===== config.mk =====
export PLATFORM = sky130hd
export DESIGN_NAME = wash_controller
export DESIGN_NICKNAME = d
export VERILOG_FILES = /design/src/rtl/wash_controller.sv
export SDC_FILE = /design/constraint.sdc
export NUM_CORES = 1
export LEC_CHECK = 0
export CAP_MARGIN = 20
export CORE_ASPECT_RATIO = 1.75
export CORE_MARGIN = 1.5
export CORE_UTILIZATION = 28
export CTS_CLUSTER_SIZE = 8
export DETAILED_ROUTE_END_ITERATION = 6
export GPL_TIMING_DRIVEN = 0
export PLACE_DENSITY = 0.58
export SETUP_SLACK_MARGIN = 0.4
export SLEW_MARGIN = 20
export SYNTH_ARGS = -nofsm -noshare
export SYNTH_HDL_FRONTEND = slang
export SYNTH_SLANG_ARGS = --single-unit
export TNS_END_PERCENT = 10

===== constraint.sdc =====
create_clock -name clock -period 1.9 [get_ports clock]
set_input_delay 0.38 -clock clock [delete_from_list [all_inputs] [get_ports clock]]
set_output_delay 0.38 -clock clock [all_outputs]
set_load 0.05 [all_outputs]

===== src/rtl/wash_controller.sv =====
// ----------------------------------------------------------------------------
// wash_controller
//   Washing-machine sequencer: FILL -> SHAKE -> DRAIN repeated (rinses+1)
//   times, then SPIN -> DONE. Phase lengths come from an internal timer.
//   A fill that never sees the drum full within FILL_TIMEOUT cycles lands
//   in FAULT, which is left only through reset_n.
//
// Optional feature macro: WASH_PAUSE_EN
//   When defined, adds input `pause`. While pause=1 in FILL/SHAKE/DRAIN/SPIN
//   the state, timer and pass counter freeze, the actuators are forced off
//   and busy stays high.
//
// Ports:
//   clock       in   system clock, rising edge
//   reset_n     in   asynchronous active-low reset
//   start       in   begin a program (sampled only in IDLE)
//   full        in   drum-full level sensor
//   dry         in   drum-dry sensor, ends SPIN early
//   rinses      in   extra rinse passes, latched on start
//   valve       out  water inlet open
//   drain       out  drain pump on
//   shake_mode  out  agitate motor
//   turn_mode   out  spin motor
//   busy        out  program in progress
//   done        out  one-cycle completion pulse
//   fault       out  fill timeout, sticky
//   pause       in   (WASH_PAUSE_EN only) freeze the active phase
// ----------------------------------------------------------------------------
module wash_controller #(
    parameter int unsigned CNT_W        = 8,
    parameter int unsigned SHAKE_TICKS  = 8,
    parameter int unsigned SPIN_TICKS   = 6,
    parameter int unsigned FILL_TIMEOUT = 20,
    parameter int unsigned RINSE_W      = 2
) (
    input  logic               clock,
    input  logic               reset_n,
    input  logic               start,
    input  logic               full,
    input  logic               dry,
    input  logic [RINSE_W-1:0] rinses,
    output logic               valve,
    output logic               drain,
    output logic               shake_mode,
    output logic               turn_mode,
    output logic               busy,
    output logic               done,
    output logic               fault
`ifdef WASH_PAUSE_EN
    ,
    input  logic               pause
`endif
);

    typedef enum logic [2:0] {
        S_IDLE,
        S_FILL,
        S_SHAKE,
        S_DRAIN,
        S_SPIN,
        S_DONE,
        S_FAULT
    } state_t;

    localparam logic [CNT_W-1:0] FILL_LAST  = CNT_W'(FILL_TIMEOUT - 1);
    localparam logic [CNT_W-1:0] SHAKE_LAST = CNT_W'(SHAKE_TICKS - 1);
    localparam logic [CNT_W-1:0] SPIN_LAST  = CNT_W'(SPIN_TICKS - 1);

    state_t             state_q, state_d;
    logic [CNT_W-1:0]   timer_q, timer_d;
    logic [RINSE_W-1:0] pass_q,  pass_d;
    logic [RINSE_W-1:0] rin_q,   rin_d;
    logic               frozen;

`ifdef WASH_PAUSE_EN
    // Pause only acts on the four working phases.
    assign frozen = pause && ((state_q == S_FILL) || (state_q == S_SHAKE) ||
                              (state_q == S_DRAIN) || (state_q == S_SPIN));
`else
    assign frozen = 1'b0;
`endif

    always_ff @(posedge clock or negedge reset_n) begin
        if (!reset_n) begin
            state_q <= S_IDLE;
            timer_q <= '0;
            pass_q  <= '0;
            rin_q   <= '0;
        end else begin
            state_q <= state_d;
            timer_q <= timer_d;
            pass_q  <= pass_d;
            rin_q   <= rin_d;
        end
    end

    // Next-state logic
    always_comb begin
        state_d = state_q;
        pass_d  = pass_q;
        rin_d   = rin_q;
        if (!frozen) begin
            unique case (state_q)
                S_IDLE: begin
                    if (start) begin
                        state_d = S_FILL;
                        rin_d   = rinses;
                        pass_d  = '0;
                    end
                end
                S_FILL: begin
                    // full has priority over the timeout on the same cycle
                    if (full)                    state_d = S_SHAKE;
                    else if (timer_q == FILL_LAST) state_d = S_FAULT;
                end
                S_SHAKE: begin
                    if (timer_q == SHAKE_LAST) state_d = S_DRAIN;
                end
                S_DRAIN: begin
                    if (!full) begin
                        if (pass_q == rin_q) begin
                            state_d = S_SPIN;
                        end else begin
                            state_d = S_FILL;
                            pass_d  = pass_q + 1'b1;
                        end
                    end
                end
                S_SPIN: begin
                    if (dry || (timer_q == SPIN_LAST)) state_d = S_DONE;
                end
                S_DONE:  state_d = S_IDLE;
                S_FAULT: state_d = S_FAULT;
                default: state_d = S_IDLE;
            endcase
        end

        if (frozen)                 timer_d = timer_q;
        else if (state_d != state_q) timer_d = '0;
        else                         timer_d = timer_q + 1'b1;
    end

    // Moore output decode; pause only masks the actuators
    always_comb begin
        valve      = 1'b0;
        drain      = 1'b0;
        shake_mode = 1'b0;
        turn_mode  = 1'b0;
        busy       = 1'b0;
        done       = 1'b0;
        fault      = 1'b0;
        unique case (state_q)
            S_FILL:  begin valve = 1'b1;      busy = 1'b1; end
            S_SHAKE: begin shake_mode = 1'b1; busy = 1'b1; end
            S_DRAIN: begin drain = 1'b1;      busy = 1'b1; end
            S_SPIN:  begin turn_mode = 1'b1;  drain = 1'b1; busy = 1'b1; end
            S_DONE:  begin done = 1'b1;       busy = 1'b1; end
            S_FAULT: fault = 1'b1;
            default: ;
        endcase
        if (frozen) begin
            valve      = 1'b0;
            drain      = 1'b0;
            shake_mode = 1'b0;
            turn_mode  = 1'b0;
        end
    end

endmodule


==> flow_summary.toml <==
[clock_network]
cts.reportedPaths.clkPinSlew_ns = 0.07
cts_made_buffers = 3
clock_latency_ns = 0.25
clock-sinks = 15
cts_buffer_depth = 2
htreeDepth = 1
cts-root-buf = "clkbuf_8"
cts_tree = "yes"

[timing]
maxSlewHeadroom_pct = 54.1
fin_crit_sh_pct = 88.5
tightestPinTransition_ns = 0.686
final-setup-viol-count = 0
max_clock_freq_mhz = 595
tns_ns = 0
hold_viol_final = 0
skew_ns = 0.0103
slew_violations = 0
period_minus_slack_ns = 1.68
grt_setup_unrepaired = "true"

[detailed_routing]
wl_per_cell_um = 12.8
via_count = 828
first_pass_iters = 4
vias_per_cell = 4.87
routed_wirelength_um = 2180
drcViolationCount = 0
drt_iter0_markers = 24
antenna_left = 0

[worst_setup_path]
cp_num_buf_inv = 1
regToRegStartpoint = "timer_q[5]"
arrival_ns = 1.81
timing.rr.end = "timer_q[7]"
start_kind = "register"
worstSetupEndpointType = "register"
path_max_fanout = 8
r2r_slack_ns = 0.22
crit_family = "simple AND/OR/NAND/NOR gates"
cp_cell_sequence = "or4_4 > nor4_4 > or4_1 > buf_6 > a21oi_1"
cpMaxStageDelayCell = "or4_4"
rr_worst_depth = 5
slowest_delay_ns = 0.57
worst_ep_required_time_ns = 2.03
critical_path_class = "reg -> reg"

[placed_design]
place_congestion = 0.829
dpl.hpwl_um = 1520
placedCellCount = 154
port_buffers = 13

[die]
die_x_um = 46.4
initial_core_util_pct = 29.4
ios = 14
core_area_mm2 = 0.00314
num_rows = 27
dieHeight_um = 79.0
die-area_mm2 = 0.00367

[layout]
synthToLayoutAreaGrowth_pct = 47.6
antenna_cells = 0
num-nets-final = 137
drive_gt1_share_pct = 43.3
finalNonFillerCells = 170

[grt]
antenna_found_initial = 0
track_usage_pct = 13.9
grt_max_degree = 16
grt_pass1_wl_um = 3750
overflow = 0
grt_pass1_vias = 880

[pwr]
p_int_uw = 1120
peakVddDrop_v = 0.000683
p_seq_share_pct = 25.1
power_density_mw_per_mm2 = 1550
power_leakage_uw = 0.000566
clkPwrFrac_pct = 12.2
switchingPower_uw = 995
p_sw_share_pct = 47.0
p_comb_share_pct = 62.7

[synthesis]
syn_inst = 98
synth-main-ff-cell = "dfrtp_1"
yosysWarningCount = 0
synth_area_um2 = 925
synth.area.top_cells = "dfrtp_1 (41%), a21oi_1 (5.4%), xnor2_1 (4.7%)"
synthTopCellsByCount = "dfrtp_1 (15), a21oi_1 (10), nand2_1 (10)"
async_flop_share_pct = 100
synth_area_leader_cell = "dfrtp_1"
yosysUniqueCellTypes = 36
synth-edff-count = 0
syn_nets = 107
yosysMostFrequentCell = "dfrtp_1"
synth.avg_cell_area_um2 = 9.44
synth_top_area_share_pct = 40.6
synth_seq_cells = 15
ys_seq_area_share_pct = 40.6

[worst_hold_path]
hold_end = "rin_q[1]"
hold_class = "reg -> reg"
hp-start = "rin_q[1]"
min_delay_path_depth = 2

[status]
status = "finished, final reports clean"

[run]
drv_cap = 0
==> flip-flops by register name, indices dropped and copies added (netlist names) <==
signal   flops
timer_q      8
state_q      3
pass_q       2
rin_q        2
==> cell families (layout without fill, tap and decap cells) <==
| kind of cell | Yosys count | in the layout | synth area share [%] |
|---|---|---|---|
| simple gates | 40 | 40 | 25.4 |
| compound gates | 21 | 21 | 15.6 |
| flops | 15 | 15 | 40.6 |
| buf+inv | 10 | 39 | 5.95 |
| xor+xnor | 8 | 8 | 7.58 |
| fa+ha+maj | 2 | 2 | 2.71 |
| mux | 2 | 2 | 2.17 |
==> per-stage QoR <==
| step | area (um^2) | total power [uW] | hold slack [ns] | utilization (%) | setup WS, ns |
|---|---|---|---|---|---|
| after floorplan | 965 | 1350 | 0.0844 | - | 0.248 |
| after global placement | 1150 | 1620 | 0.483 | 36.6 | -0.377 |
| after detailed placement | 1150 | 1630 | 0.493 | 36.6 | -0.360 |
| after CTS | 1350 | 2120 | 0.508 | 43.0 | 0.232 |
| after global routing | 1370 | 2280 | 0.552 | 43.4 | 0.150 |
| final | 1370 | 2120 | 0.502 | 43.4 | 0.219 |
==> worst register-to-register path, cell delays in order (launching register included) <==
cell and delay, ns:
dfrtp_2 0.44, or4_4 0.57, nor4_4 0.19, or4_1 0.17
buf_6 0.13, a21oi_1 0.06
==> per-layer routing <==
layer  track usage (%)  routed length (um)
met5                 0                   0
met4              5.71                  28
met2              24.6                1210
met3              2.50                  58
met1              15.2                 876
==> worst max-delay path by stage <==
stage          startpoint    endpoint  slack, ns  cells after the start
6_report       timer_q[5]  timer_q[7]       0.22                      5
5_1_grt        timer_q[5]  state_q[2]       0.15                      5
4_1_cts        timer_q[5]  timer_q[6]       0.23                      5
3_5_place_dp   state_q[1]       drain      -0.36                      4
3_3_place_gp   state_q[1]       drain      -0.38                      4
2_1_floorplan  timer_q[3]  timer_q[0]       0.25                      5
==> layout make-up <==
| cell class | count | area, um^2 |
|---|---|---|
| clock inverters | 1 | 5.00 |
| clock buffers | 3 | 41.3 |
| flip-flops and latches | 15 | 380 |
| repair buffers | 25 | 213 |
| inverters | 6 | 25.0 |
| well taps | 43 | 53.8 |
| plain buffers | 4 | 38.8 |
| multi-input cells | 73 | 608 |
| fillers | 309 | 1780 |
==> cell usage in the layout, fill, tap and decap left out, types with 3 or more instances in the layout <==
master / Yosys / layout
clkbuf_8: 0 / 3
buf_4: 0 / 16
nor2_1: 7 / 4
inv_1: 6 / 5
a21oi_1: 10 / 9
dfrtp_1: 15 / 11
xor2_1: 3 / 3
clkdlybuf4s50_1: 0 / 5
nand3_1: 5 / 5
buf_6: 2 / 6
dfrtp_2: 0 / 4
nand2_1: 10 / 8
xnor2_1: 5 / 5
==> what timing repair did <==
action,CTS,global route
endpoints found under the hold margin,0,0
setup buffers,11,1
setup endpoints to repair,20,22
gates resized for setup,66,1
pin swaps,6,1
hold buffers,0,0
==> power groups by stage <==
stage | clock network, uW | registers, uW | logic, uW
floorplan | 0 | 516 | 838
detailed placement | 0 | 543 | 1090
CTS | 266 | 530 | 1320
finish | 259 | 530 | 1330
global route | 285 | 544 | 1450
global placement | 0 | 541 | 1080
No activity file was read; power rests on OpenSTA's default activity.
